--- config.mk ---
export PLATFORM = sky130hd
export DESIGN_NAME = load_store_unit_flat
export DESIGN_NICKNAME = d
export VERILOG_FILES = /design/src/rtl/load_store_unit_if.sv /design/src/rtl/load_store_unit.sv /design/src/flat_wrapper.sv
export SDC_FILE = /design/constraint.sdc
export NUM_CORES = 1
export LEC_CHECK = 0
export BUFFER_PORTS_ARGS = -buffer_cell sky130_fd_sc_hd__buf_2
export CAP_MARGIN = 20
export CELL_PAD_IN_SITES_DETAIL_PLACEMENT = 1
export CELL_PAD_IN_SITES_GLOBAL_PLACEMENT = 1
export CORE_UTILIZATION = 45
export CTS_BUF_LIST = sky130_fd_sc_hd__clkbuf_4 sky130_fd_sc_hd__clkbuf_8 sky130_fd_sc_hd__clkbuf_16
export DETAILED_ROUTE_END_ITERATION = 8
export GPL_TIMING_DRIVEN = 0
export PLACE_DENSITY_LB_ADDON = 0.1
export SYNTH_ARGS = -nofsm -noshare
export SYNTH_HDL_FRONTEND = slang
export SYNTH_SLANG_ARGS = --single-unit
--- constraint.sdc ---
create_clock -name clk -period 6.84 [get_ports clk]
set_input_delay 0.684 -clock clk [delete_from_list [all_inputs] [get_ports clk]]
set_output_delay 0.684 -clock clk [all_outputs]
set_load 0.01 [all_outputs]
--- src/rtl/load_store_unit_if.sv ---
// Core/memory-side bundle for load_store_unit: execute-stage request/response plus the data-memory port.
// The LSU connects through the slave modport; the core/memory environment uses master.
interface load_store_unit_if #(
    parameter int AW = 32
);
    logic          LsuReq;
    logic          LsuWr;
    logic [2:0]    LsuCtrl;
    logic [AW-1:0] LsuAddr;
    logic [31:0]   LsuDataWr;
    logic          LsuBusy;
    logic          LsuDone;
    logic          LsuFault;
    logic [31:0]   LsuDataRd;
    logic [AW-1:0] DMAddress;
    logic [31:0]   DMDataWr;
    logic          DMWr;
    logic [2:0]    DMCtrl;
    logic [31:0]   DMDataRd;

    modport slave (
        input  LsuReq, LsuWr, LsuCtrl, LsuAddr, LsuDataWr, DMDataRd,
        output LsuBusy, LsuDone, LsuFault, LsuDataRd,
        output DMAddress, DMDataWr, DMWr, DMCtrl
    );

    modport master (
        output LsuReq, LsuWr, LsuCtrl, LsuAddr, LsuDataWr, DMDataRd,
        input  LsuBusy, LsuDone, LsuFault, LsuDataRd,
        input  DMAddress, DMDataWr, DMWr, DMCtrl
    );
endinterface

--- src/rtl/load_store_unit.sv ---
// Load/store unit for a byte-addressed big-endian data memory; misaligned accesses become byte beats.
// Optional macro LSU_MISALIGN_TRAP_EN: misaligned h/hu/w accesses fault instead of being split.
module load_store_unit #(
    parameter int DEPTH = 64,
    parameter int AW    = 32
) (
    input logic               clk,
    input logic               rst,
    load_store_unit_if.slave  bus
);

    localparam logic [2:0] CTRL_B  = 3'b000;
    localparam logic [2:0] CTRL_H  = 3'b001;
    localparam logic [2:0] CTRL_W  = 3'b010;
    localparam logic [2:0] CTRL_BU = 3'b100;
    localparam logic [2:0] CTRL_HU = 3'b101;

    localparam logic [2:0] DM_RB = 3'b100;
    localparam logic [2:0] DM_RH = 3'b101;
    localparam logic [2:0] DM_W  = 3'b010;
    localparam logic [2:0] DM_SB = 3'b000;
    localparam logic [2:0] DM_SH = 3'b001;

    localparam logic [AW:0] DEPTH_W = {1'b0, AW'(DEPTH)};

    typedef enum logic [1:0] {
        IDLE  = 2'd0,
        CHECK = 2'd1,
        XFER  = 2'd2,
        DONE  = 2'd3
    } state_e;

    state_e        state_q, state_d;
    logic          wr_q;
    logic [2:0]    ctrl_q;
    logic [AW-1:0] addr_q;
    logic [31:0]   wdata_q;
    logic          fault_q;
    logic          split_q;
    logic [2:0]    nbeats_q;
    logic [1:0]    beat_q;
    logic [23:0]   acc_q;
    logic [31:0]   rdata_q;

    logic [2:0]    size_chk;
    logic [AW:0]   end_addr;
    logic          aligned_chk;
    logic          fault_chk;
    logic          last_beat;
    logic [1:0]    lane;
    logic [7:0]    store_byte;
    logic [31:0]   rd_assembled;

    function automatic logic [2:0] size_of(input logic [2:0] c);
        case (c)
            CTRL_B, CTRL_BU: return 3'd1;
            CTRL_H, CTRL_HU: return 3'd2;
            CTRL_W:          return 3'd4;
            default:         return 3'd1;
        endcase
    endfunction

    function automatic logic legal_ctrl(input logic [2:0] c);
        return (c == CTRL_B) || (c == CTRL_H) || (c == CTRL_W) ||
               (c == CTRL_BU) || (c == CTRL_HU);
    endfunction

    function automatic logic [31:0] extend(input logic [2:0] c, input logic [31:0] v);
        case (c)
            CTRL_B:  return {{24{v[7]}}, v[7:0]};
            CTRL_BU: return {24'h0, v[7:0]};
            CTRL_H:  return {{16{v[15]}}, v[15:0]};
            CTRL_HU: return {16'h0, v[15:0]};
            default: return v;
        endcase
    endfunction

    // Loads always read with unsigned sizes; sign handling happens in extend().
    function automatic logic [2:0] native_dm(input logic [2:0] c, input logic w);
        case (c)
            CTRL_B, CTRL_BU: return w ? DM_SB : DM_RB;
            CTRL_H, CTRL_HU: return w ? DM_SH : DM_RH;
            default:         return DM_W;
        endcase
    endfunction

    // End address is formed one bit wider so a huge address cannot wrap into range.
    always_comb begin
        size_chk    = size_of(ctrl_q);
        end_addr    = {1'b0, addr_q} + {{(AW-2){1'b0}}, size_chk} - {{AW{1'b0}}, 1'b1};
        aligned_chk = (size_chk == 3'd1) ||
                      ((size_chk == 3'd2) && !addr_q[0]) ||
                      ((size_chk == 3'd4) && (addr_q[1:0] == 2'b00));
        fault_chk   = !legal_ctrl(ctrl_q) || (end_addr >= DEPTH_W);
`ifdef LSU_MISALIGN_TRAP_EN
        fault_chk   = fault_chk || !aligned_chk;
`else
        fault_chk   = fault_chk || 1'b0;
`endif
    end

    assign last_beat    = ({1'b0, beat_q} == (nbeats_q - 3'd1));
    assign lane         = 2'(size_chk - 3'd1 - {1'b0, beat_q});
    assign store_byte   = wdata_q[{lane, 3'b000} +: 8];
    assign rd_assembled = split_q ? {acc_q, bus.DMDataRd[7:0]} : bus.DMDataRd;

    always_comb begin
        state_d = state_q;
        case (state_q)
            IDLE:    if (bus.LsuReq) state_d = CHECK;
            CHECK:   state_d = fault_chk ? DONE : XFER;
            XFER:    if (last_beat) state_d = DONE;
            DONE:    state_d = IDLE;
            default: state_d = IDLE;
        endcase
    end

    // Memory port is quiet (byte-read encoding, zero address/data) outside XFER.
    // DMWr is also gated by rst so a reset edge never completes a pending byte write.
    always_comb begin
        bus.DMAddress = '0;
        bus.DMDataWr  = 32'h0;
        bus.DMWr      = 1'b0;
        bus.DMCtrl    = DM_RB;
        if (state_q == XFER) begin
            bus.DMAddress = addr_q + AW'(beat_q);
            bus.DMWr      = wr_q && !rst;
            if (split_q) begin
                bus.DMCtrl   = wr_q ? DM_SB : DM_RB;
                bus.DMDataWr = wr_q ? {24'h0, store_byte} : 32'h0;
            end else begin
                bus.DMCtrl   = native_dm(ctrl_q, wr_q);
                bus.DMDataWr = wr_q ? wdata_q : 32'h0;
            end
        end
    end

    assign bus.LsuBusy   = (state_q != IDLE);
    assign bus.LsuDone   = (state_q == DONE);
    assign bus.LsuFault  = (state_q == DONE) && fault_q;
    assign bus.LsuDataRd = rdata_q;

    always_ff @(posedge clk) begin
        if (rst) begin
            state_q <= IDLE;
            rdata_q <= 32'h0;
        end else begin
            state_q <= state_d;
            if ((state_q == XFER) && last_beat && !wr_q) begin
                rdata_q <= extend(ctrl_q, rd_assembled);
            end
        end
    end

    always_ff @(posedge clk) begin
        if ((state_q == IDLE) && bus.LsuReq) begin
            wr_q    <= bus.LsuWr;
            ctrl_q  <= bus.LsuCtrl;
            addr_q  <= bus.LsuAddr;
            wdata_q <= bus.LsuDataWr;
        end
        if (state_q == CHECK) begin
            fault_q  <= fault_chk;
            split_q  <= !aligned_chk;
            nbeats_q <= aligned_chk ? 3'd1 : size_chk;
            beat_q   <= 2'd0;
            acc_q    <= 24'h0;
        end
        // Byte beats shift in MSB first, matching big-endian memory order.
        if (state_q == XFER) begin
            beat_q <= beat_q + 2'd1;
            acc_q  <= rd_assembled[23:0];
        end
    end

endmodule

--- src/flat_wrapper.sv ---
// flat-port wrapper written by rule: the top's interface ports become plain ports
module load_store_unit_flat 
#(
    parameter int DEPTH = 64,
    parameter int AW    = 32
)
  (clk, rst, bus_LsuReq, bus_LsuWr, bus_LsuCtrl, bus_LsuAddr, bus_LsuDataWr, bus_DMDataRd, bus_LsuBusy, bus_LsuDone, bus_LsuFault, bus_LsuDataRd, bus_DMAddress, bus_DMDataWr, bus_DMWr, bus_DMCtrl);
  load_store_unit_if #(.AW(AW)) bus_i ();
  input logic clk;
  input logic rst;
  input wire logic [$bits(bus_i.LsuReq)-1:0] bus_LsuReq;
  input wire logic [$bits(bus_i.LsuWr)-1:0] bus_LsuWr;
  input wire logic [$bits(bus_i.LsuCtrl)-1:0] bus_LsuCtrl;
  input wire logic [$bits(bus_i.LsuAddr)-1:0] bus_LsuAddr;
  input wire logic [$bits(bus_i.LsuDataWr)-1:0] bus_LsuDataWr;
  input wire logic [$bits(bus_i.DMDataRd)-1:0] bus_DMDataRd;
  output wire logic [$bits(bus_i.LsuBusy)-1:0] bus_LsuBusy;
  output wire logic [$bits(bus_i.LsuDone)-1:0] bus_LsuDone;
  output wire logic [$bits(bus_i.LsuFault)-1:0] bus_LsuFault;
  output wire logic [$bits(bus_i.LsuDataRd)-1:0] bus_LsuDataRd;
  output wire logic [$bits(bus_i.DMAddress)-1:0] bus_DMAddress;
  output wire logic [$bits(bus_i.DMDataWr)-1:0] bus_DMDataWr;
  output wire logic [$bits(bus_i.DMWr)-1:0] bus_DMWr;
  output wire logic [$bits(bus_i.DMCtrl)-1:0] bus_DMCtrl;
  assign bus_i.LsuReq = bus_LsuReq;
  assign bus_i.LsuWr = bus_LsuWr;
  assign bus_i.LsuCtrl = bus_LsuCtrl;
  assign bus_i.LsuAddr = bus_LsuAddr;
  assign bus_i.LsuDataWr = bus_LsuDataWr;
  assign bus_i.DMDataRd = bus_DMDataRd;
  assign bus_LsuBusy = bus_i.LsuBusy;
  assign bus_LsuDone = bus_i.LsuDone;
  assign bus_LsuFault = bus_i.LsuFault;
  assign bus_LsuDataRd = bus_i.LsuDataRd;
  assign bus_DMAddress = bus_i.DMAddress;
  assign bus_DMDataWr = bus_i.DMDataWr;
  assign bus_DMWr = bus_i.DMWr;
  assign bus_DMCtrl = bus_i.DMCtrl;
  load_store_unit #(.DEPTH(DEPTH), .AW(AW)) u_core (.clk(clk), .rst(rst), .bus(bus_i));
endmodule
==> results of run 1 <==
[final cells by class]
cell class	instances	area, sq um	area share (%)
multi-input cells	693	5050	45.6
flip-flops and latches	133	3650	33.0
repair buffers	206	1050	9.50
clock buffers	17	425	3.84
well taps	265	332	2.99
inverters	55	206	1.86
plain buffers	43	195	1.76
clock inverters	15	161	1.46
diodes	3	7.51	0.0677
[power groups by stage]
stage	clock network (W)	registers (W)	logic, W
6_report	0.000932	0.00130	0.00222
5_1_grt	0.000972	0.00132	0.00244
4_1_cts	0.000943	0.00130	0.00219
3_5_place_dp	0	0.00131	0.00216
3_3_place_gp	0	0.00131	0.00208
2_1_floorplan	0	0.00127	0.00154
[path summary, 6_finish.rpt]
| kind | to | slack, ns | cells past startpoint |
|---|---|---|---|
| max | u_core.fault_q | 1.97 | 12 |
| min | u_core.wdata_q[29] | 0.41 | 1 |
| max reg2reg | u_core.fault_q | 1.97 | 12 |
| min reg2reg | u_core.bus.LsuDataRd[3] | 0.49 | 2 |
[routing by layer]
layer | GRT usage (%) | vias to the layer above | wire, microns
met1 | 36.3 | 3901 | 12900
met2 | 48.0 | 241 | 13900
met5 | 0 | - | 0
met3 | 5.20 | 32 | 1550
met4 | 8.20 | 0 | 469
li1 | - | 3805 | -
[state kept, by name (all words and copies together) (netlist names)]
name,cells
u_core.addr_q,32
u_core.wdata_q,32
u_core.ctrl_q,3
u_core.fault_q,1
u_core.split_q,1
u_core.beat_q,2
u_core.acc_q,24
u_core.state_q,2
u_core.nbeats_q,3
u_core.bus.LsuDataRd,32
u_core.wr_q,1
[worst max-delay path: stages (launching register included)]
cell	delay [ns]
edfxtp_1	0.43
clkbuf_1	0.48
nand2_1	0.19
ha_1	0.37
inv_1	0.06
ha_1	0.28
a211oi_1	0.43
o21ai_0	0.27
a21oi_1	0.21
mux2i_1	0.31
or4b_2	0.63
or4_1	0.49
or4_1	0.43
[placed cells by master, fill, tap and decap left out, drive strengths merged, types with 26 or more instances in the layout]
cell	instances
nor2b	26
xnor2	36
inv	64
buf	223
ha	70
clkbuf	43
edfxtp	99
mux2i	36
dfxtp	34
o21ai	50
nand2	67
nor2	72
a21oi	55
and2	68
[through the flow]
step / hold WS [ns] / total power (W) / worst slack, ns / cells / util (%)
floorplan: 0.531 / 0.00281 / 2.73 / 924 / -
global placement: 0.471 / 0.00339 / 2.14 / 1394 / 53.2
detailed placement: 0.481 / 0.00347 / 1.98 / 1394 / 53.2
CTS: 0.403 / 0.00443 / 1.96 / 1426 / 56.2
global route: 0.409 / 0.00473 / 1.69 / 1429 / 56.4
finish: 0.412 / 0.00445 / 1.97 / 1430 / 56.4
[kinds of logic (layout without fill, tap and decap cells)]
group | Yosys count | count (layout) | synth area share [%]
flip-flops | 133 | 133 | 40.2
XOR/XNOR | 42 | 42 | 4.04
AO/OA/AOI/OAI | 203 | 203 | 15.4
adder cells (fa/ha/maj) | 72 | 72 | 10.1
other | 0 | 3 | 0
AND/OR/NAND/NOR | 321 | 321 | 18.6
buffers and inverters | 98 | 336 | 4.42
multiplexers | 55 | 55 | 7.30
==> flow_summary.yaml, run 1 <==
outcome:
  status: "finished clean"
placed_design:
  io_buffers: 205
  place_hpwl_mm: 22.2
  place_area_sq_um: 10500
  gp_congestion: 0.878
synthesis:
  synth_area_leaders: "edfxtp_1, ha_1, dfxtp_1"
  synth-edff-count: 99
  yosys.area.top_type: "edfxtp_1"
  synth.ff_latch_count: 133
  synth.top_cell.area_share_pct: 32.7
  synth_cells: 924
  dominantRegCellSynth: "edfxtp_1"
  synth_common_cells: "edfxtp_1, nor2_1, ha_1"
  synth-seq-area-share_pct: 40.2
  synth-async-reset-ratio_pct: 0
  yosysWarnings: 0
  yosysMostFrequentCell: "edfxtp_1"
  syn_area_per_cell_sq_um: 9.84
  synth_nets: 1099
  yosysUniqueCellTypes: 70
  synthesis.area_sq_um: 9100
clocking:
  tritoncts: "done"
  clock_latency_ns: 0.44
  clk_pin_slew_ns: 0.07
  postCtsSetupRepairBufs: 0
  htreeDepth: 4
  root_buffer: "clkbuf_16"
  hold_buffers: 0
  cts_resized: 0
  clock-sinks: 133
  cts_buffers: 17
  clockBufferDepth: 2
floorplanning:
  dieArea_sq_um: 20800
  die_w_microns: 144
  io-pin-count: 206
  core-area_sq_um: 19700
  initial_core_util_pct: 46.3
  die-height_microns: 144
  rows: 51
setup_path:
  critPathRequiredTime_ns: 7.00
  worstSetupPathType: "register to register"
  cp_max_fo: 10
  r2r-start: "u_core.ctrl_q[1]"
  cp.arrival_ns: 5.04
  cp-startpoint: "u_core.ctrl_q[1]"
  end_kind: "register"
  start_kind: "register"
timing:
  final_hold_viol_count: 0
  clock.fmax_ghz: 0.205
  relSlewSlack_pct: 31.5
  slew_violations: 0
  fin_crit_ns: 4.87
  finalCritPeriodShare_pct: 71.2
  skew_ns: 0.0128
  rsz0062_at_grt: "false"
  tightestPinTransition_ns: 1.02
  setup_tns_ns: 0
  setup_violations: 0
route:
  finalWirelength_mm: 28.9
  drc: 0
  drt_iter0_drc: 393
  viasPerCell: 5.58
  wl_per_cell_microns: 20.2
  route.antenna.remaining_nets: 0
  vias: 7979
  drtPass1Iterations: 4
cells_and_area:
  fin_nets: 1324
  drive_gt1_share_pct: 27.2
  final_cell_area_sq_um: 11100
  fillers: 2331
  syn2layout_area_growth_pct: 21.9
power:
  ir_worst_vdd_mv: 0.202
  p_sw_w: 0.00190
  clkPwrFrac_pct: 20.9
  cellLeakagePower_nw: 4.83
  power_frac_seq_pct: 29.1
  cellInternalPower_w: 0.00255
  power_frac_comb_pct: 49.9
  p_sw_share_pct: 42.8
  power_density_nw_per_um2: 401
min_path:
  hold_class: "input port to register"
  min-delay-start: "bus_LsuDataWr[29]"
global_routing:
  grt_pass1_vias: 8207
  grt_overflow: 0
  grt_pass1_wl_mm: 44.2
  grt_max_degree: 69
  grt_usage_pct: 28.2
  antenna_found_initial: 2
flow_run:
  max_cap_viol_count: 0
(Power assumes the default switching activity.)
==> inputs of run 2 (changes only) <==
--- a/config.mk
+++ b/config.mk
@@ -9,7 +9,7 @@
 export CAP_MARGIN = 20
 export CELL_PAD_IN_SITES_DETAIL_PLACEMENT = 1
 export CELL_PAD_IN_SITES_GLOBAL_PLACEMENT = 1
-export CORE_UTILIZATION = 45
+export CORE_UTILIZATION = 42
 export CTS_BUF_LIST = sky130_fd_sc_hd__clkbuf_4 sky130_fd_sc_hd__clkbuf_8 sky130_fd_sc_hd__clkbuf_16
 export DETAILED_ROUTE_END_ITERATION = 8
 export GPL_TIMING_DRIVEN = 0
==> constraint.sdc (replaced) <==
create_clock -name clk -period 4.5 [get_ports clk]
set_input_delay 0.45 -clock clk [delete_from_list [all_inputs] [get_ports clk]]
set_output_delay 0.45 -clock clk [all_outputs]
set_load 0.01 [all_outputs]
==> flow_summary.yaml, run 2 (synthesis results as in run 1) <==
route:
  drtPass1Iterations: 5
  route.antenna.remaining_nets: 0
  viasPerCell: 5.48
  wl_per_cell_microns: 19.2
  drt_iter0_drc: 396
  finalWirelength_mm: 27.7
  vias: 7924
  drc: 0
cells_and_area:
  fillers: 2429
  final_cells: 1447
  register_area_sq_um: 3650
  syn2layout_area_growth_pct: 23.9
  drive_gt1_share_pct: 28.9
  layout_common_cells: "buf_2, edfxtp_1, nor2_1"
  fin_nets: 1333
  multi_input_area_sq_um: 5120
  final_common_cell: "buf_2"
  final_cell_area_sq_um: 11300
timing:
  rsz0062_at_grt: "false"
  final_hold_viol_count: 0
  slew_violations: 0
  skew_ns: 0.0176
  finalCritPeriodShare_pct: 97.2
  clock.fmax_ghz: 0.229
  setup_violations: 0
  tightestPinTransition_ns: 0.938
  fin_crit_ns: 4.38
  setup_tns_ns: 0
  holdWs_ns: 0.194
  relSlewSlack_pct: 37.3
floorplanning:
  rows: 53
  io-pin-count: 206
  dieArea_sq_um: 22300
  die_w_microns: 149
  core-area_sq_um: 21200
  initial_core_util_pct: 43.0
  die-height_microns: 149
global_routing:
  grt_usage_pct: 25.0
  use_met2_pct: 42.3
  use_met3_pct: 4.74
  grt_overflow: 0
  grt_pass1_wl_mm: 43.0
  grt.busiest_layer: "met2"
  grt_max_degree: 52
  grt_pass1_vias: 8150
  grtUsageMet1_pct: 32.5
  antenna_found_initial: 1
min_path:
  hold_class: "input port to register"
setup_path:
  cp_max_fo: 10
  worstSetupPathType: "register to register"
  end_kind: "register"
  critPathRequiredTime_ns: 4.67
  crit_slowest_cell: "or4b_2"
  slowest_delay_ns: 0.63
  cp_cell_sequence: "buf_4 > nand2_1 > ha_1 > inv_1 > ha_1 > a211oi_2 > o21ai_1 > a21oi_1 > mux2i_1 > or4b_2 > or4_1 > or4_4"
  cp.arrival_ns: 4.55
  start_kind: "register"
  cp_common_cell: "ha_1"
clocking:
  clockBufferDepth: 2
  clk_pin_slew_ns: 0.07
  cts_buffers: 17
  htreeDepth: 4
  tritoncts: "done"
  root_buffer: "clkbuf_16"
  clock_latency_ns: 0.43
  clock-sinks: 133
placed_design:
  io_buffers: 205
  place_area_sq_um: 10500
  gp_congestion: 0.857
  numPlacedInstances: 1405
  place_hpwl_mm: 21.2
flow_run:
  max_cap_viol_count: 0
power:
  ir_worst_vdd_mv: 0.252
  cellLeakagePower_nw: 4.90
  power_density_nw_per_um2: 608
outcome:
  status: "finished clean"
## run 2: path summary, 6_finish.rpt
kind	slack (ns)	from	endpoint	cells past startpoint
max reg2reg	0.12	u_core.ctrl_q[1]	u_core.fault_q	12
min	0.19	bus_LsuAddr[15]	u_core.addr_q[15]	1
max	0.12	u_core.ctrl_q[1]	u_core.fault_q	12
min reg2reg	0.50	u_core.bus.LsuDataRd[3]	u_core.bus.LsuDataRd[3]	2
## run 2: per-layer routing
layer  wire, microns  part of all wire (%)
met5               0                     0
met1           12700                    46
met2           13100                    47
met3            1310                   4.7
met4             601                   2.2
## run 2: per-stage QoR
step / total power [W] / utilization (%) / worst slack, ns
3_5_place_dp: 0.00527 / 49.7 / -0.291
5_1_grt: 0.00728 / 53.3 / 0.00541
3_3_place_gp: 0.00517 / 49.5 / -0.262
6_report: 0.00686 / 53.3 / 0.124
2_1_floorplan: 0.00427 / - / 0.394
4_1_cts: 0.00678 / 52.7 / 0.00993
## run 2: power breakdown
part	switching [W]	internal (W)	total, W
Sequential	0.000209	0.00174	0.00195
Combinational	0.00205	0.00139	0.00345
Clock	0.000618	0.000841	0.00146
## run 2: what timing repair did
action / CTS / global route
endpoints found under the setup margin: 1 / 1
setup buffers: 3 / 5
hold buffers: 0 / 0
resized for setup: 9 / 16
pin swaps: 2 / 5
hold endpoints to repair: 0 / 0
## run 2: area by class of cell
type	instances	area share [%]
multi-input cells	693	45.4
flip-flops and latches	133	32.4
repair buffers	215	10.1
clock buffers	18	3.84
well taps	275	3.05
plain buffers	43	1.83
inverters	55	1.83
clock inverters	14	1.46
diodes	1	0.0222
## run 2: worst max-delay path: cells and delay by family, from the launching register on
family | cells | cell delay [ns]
mux | 1 | 0.30
buf+inv | 2 | 0.31
compound gates | 3 | 0.69
simple gates | 4 | 1.68
flops | 1 | 0.52
fa+ha+maj | 2 | 0.65
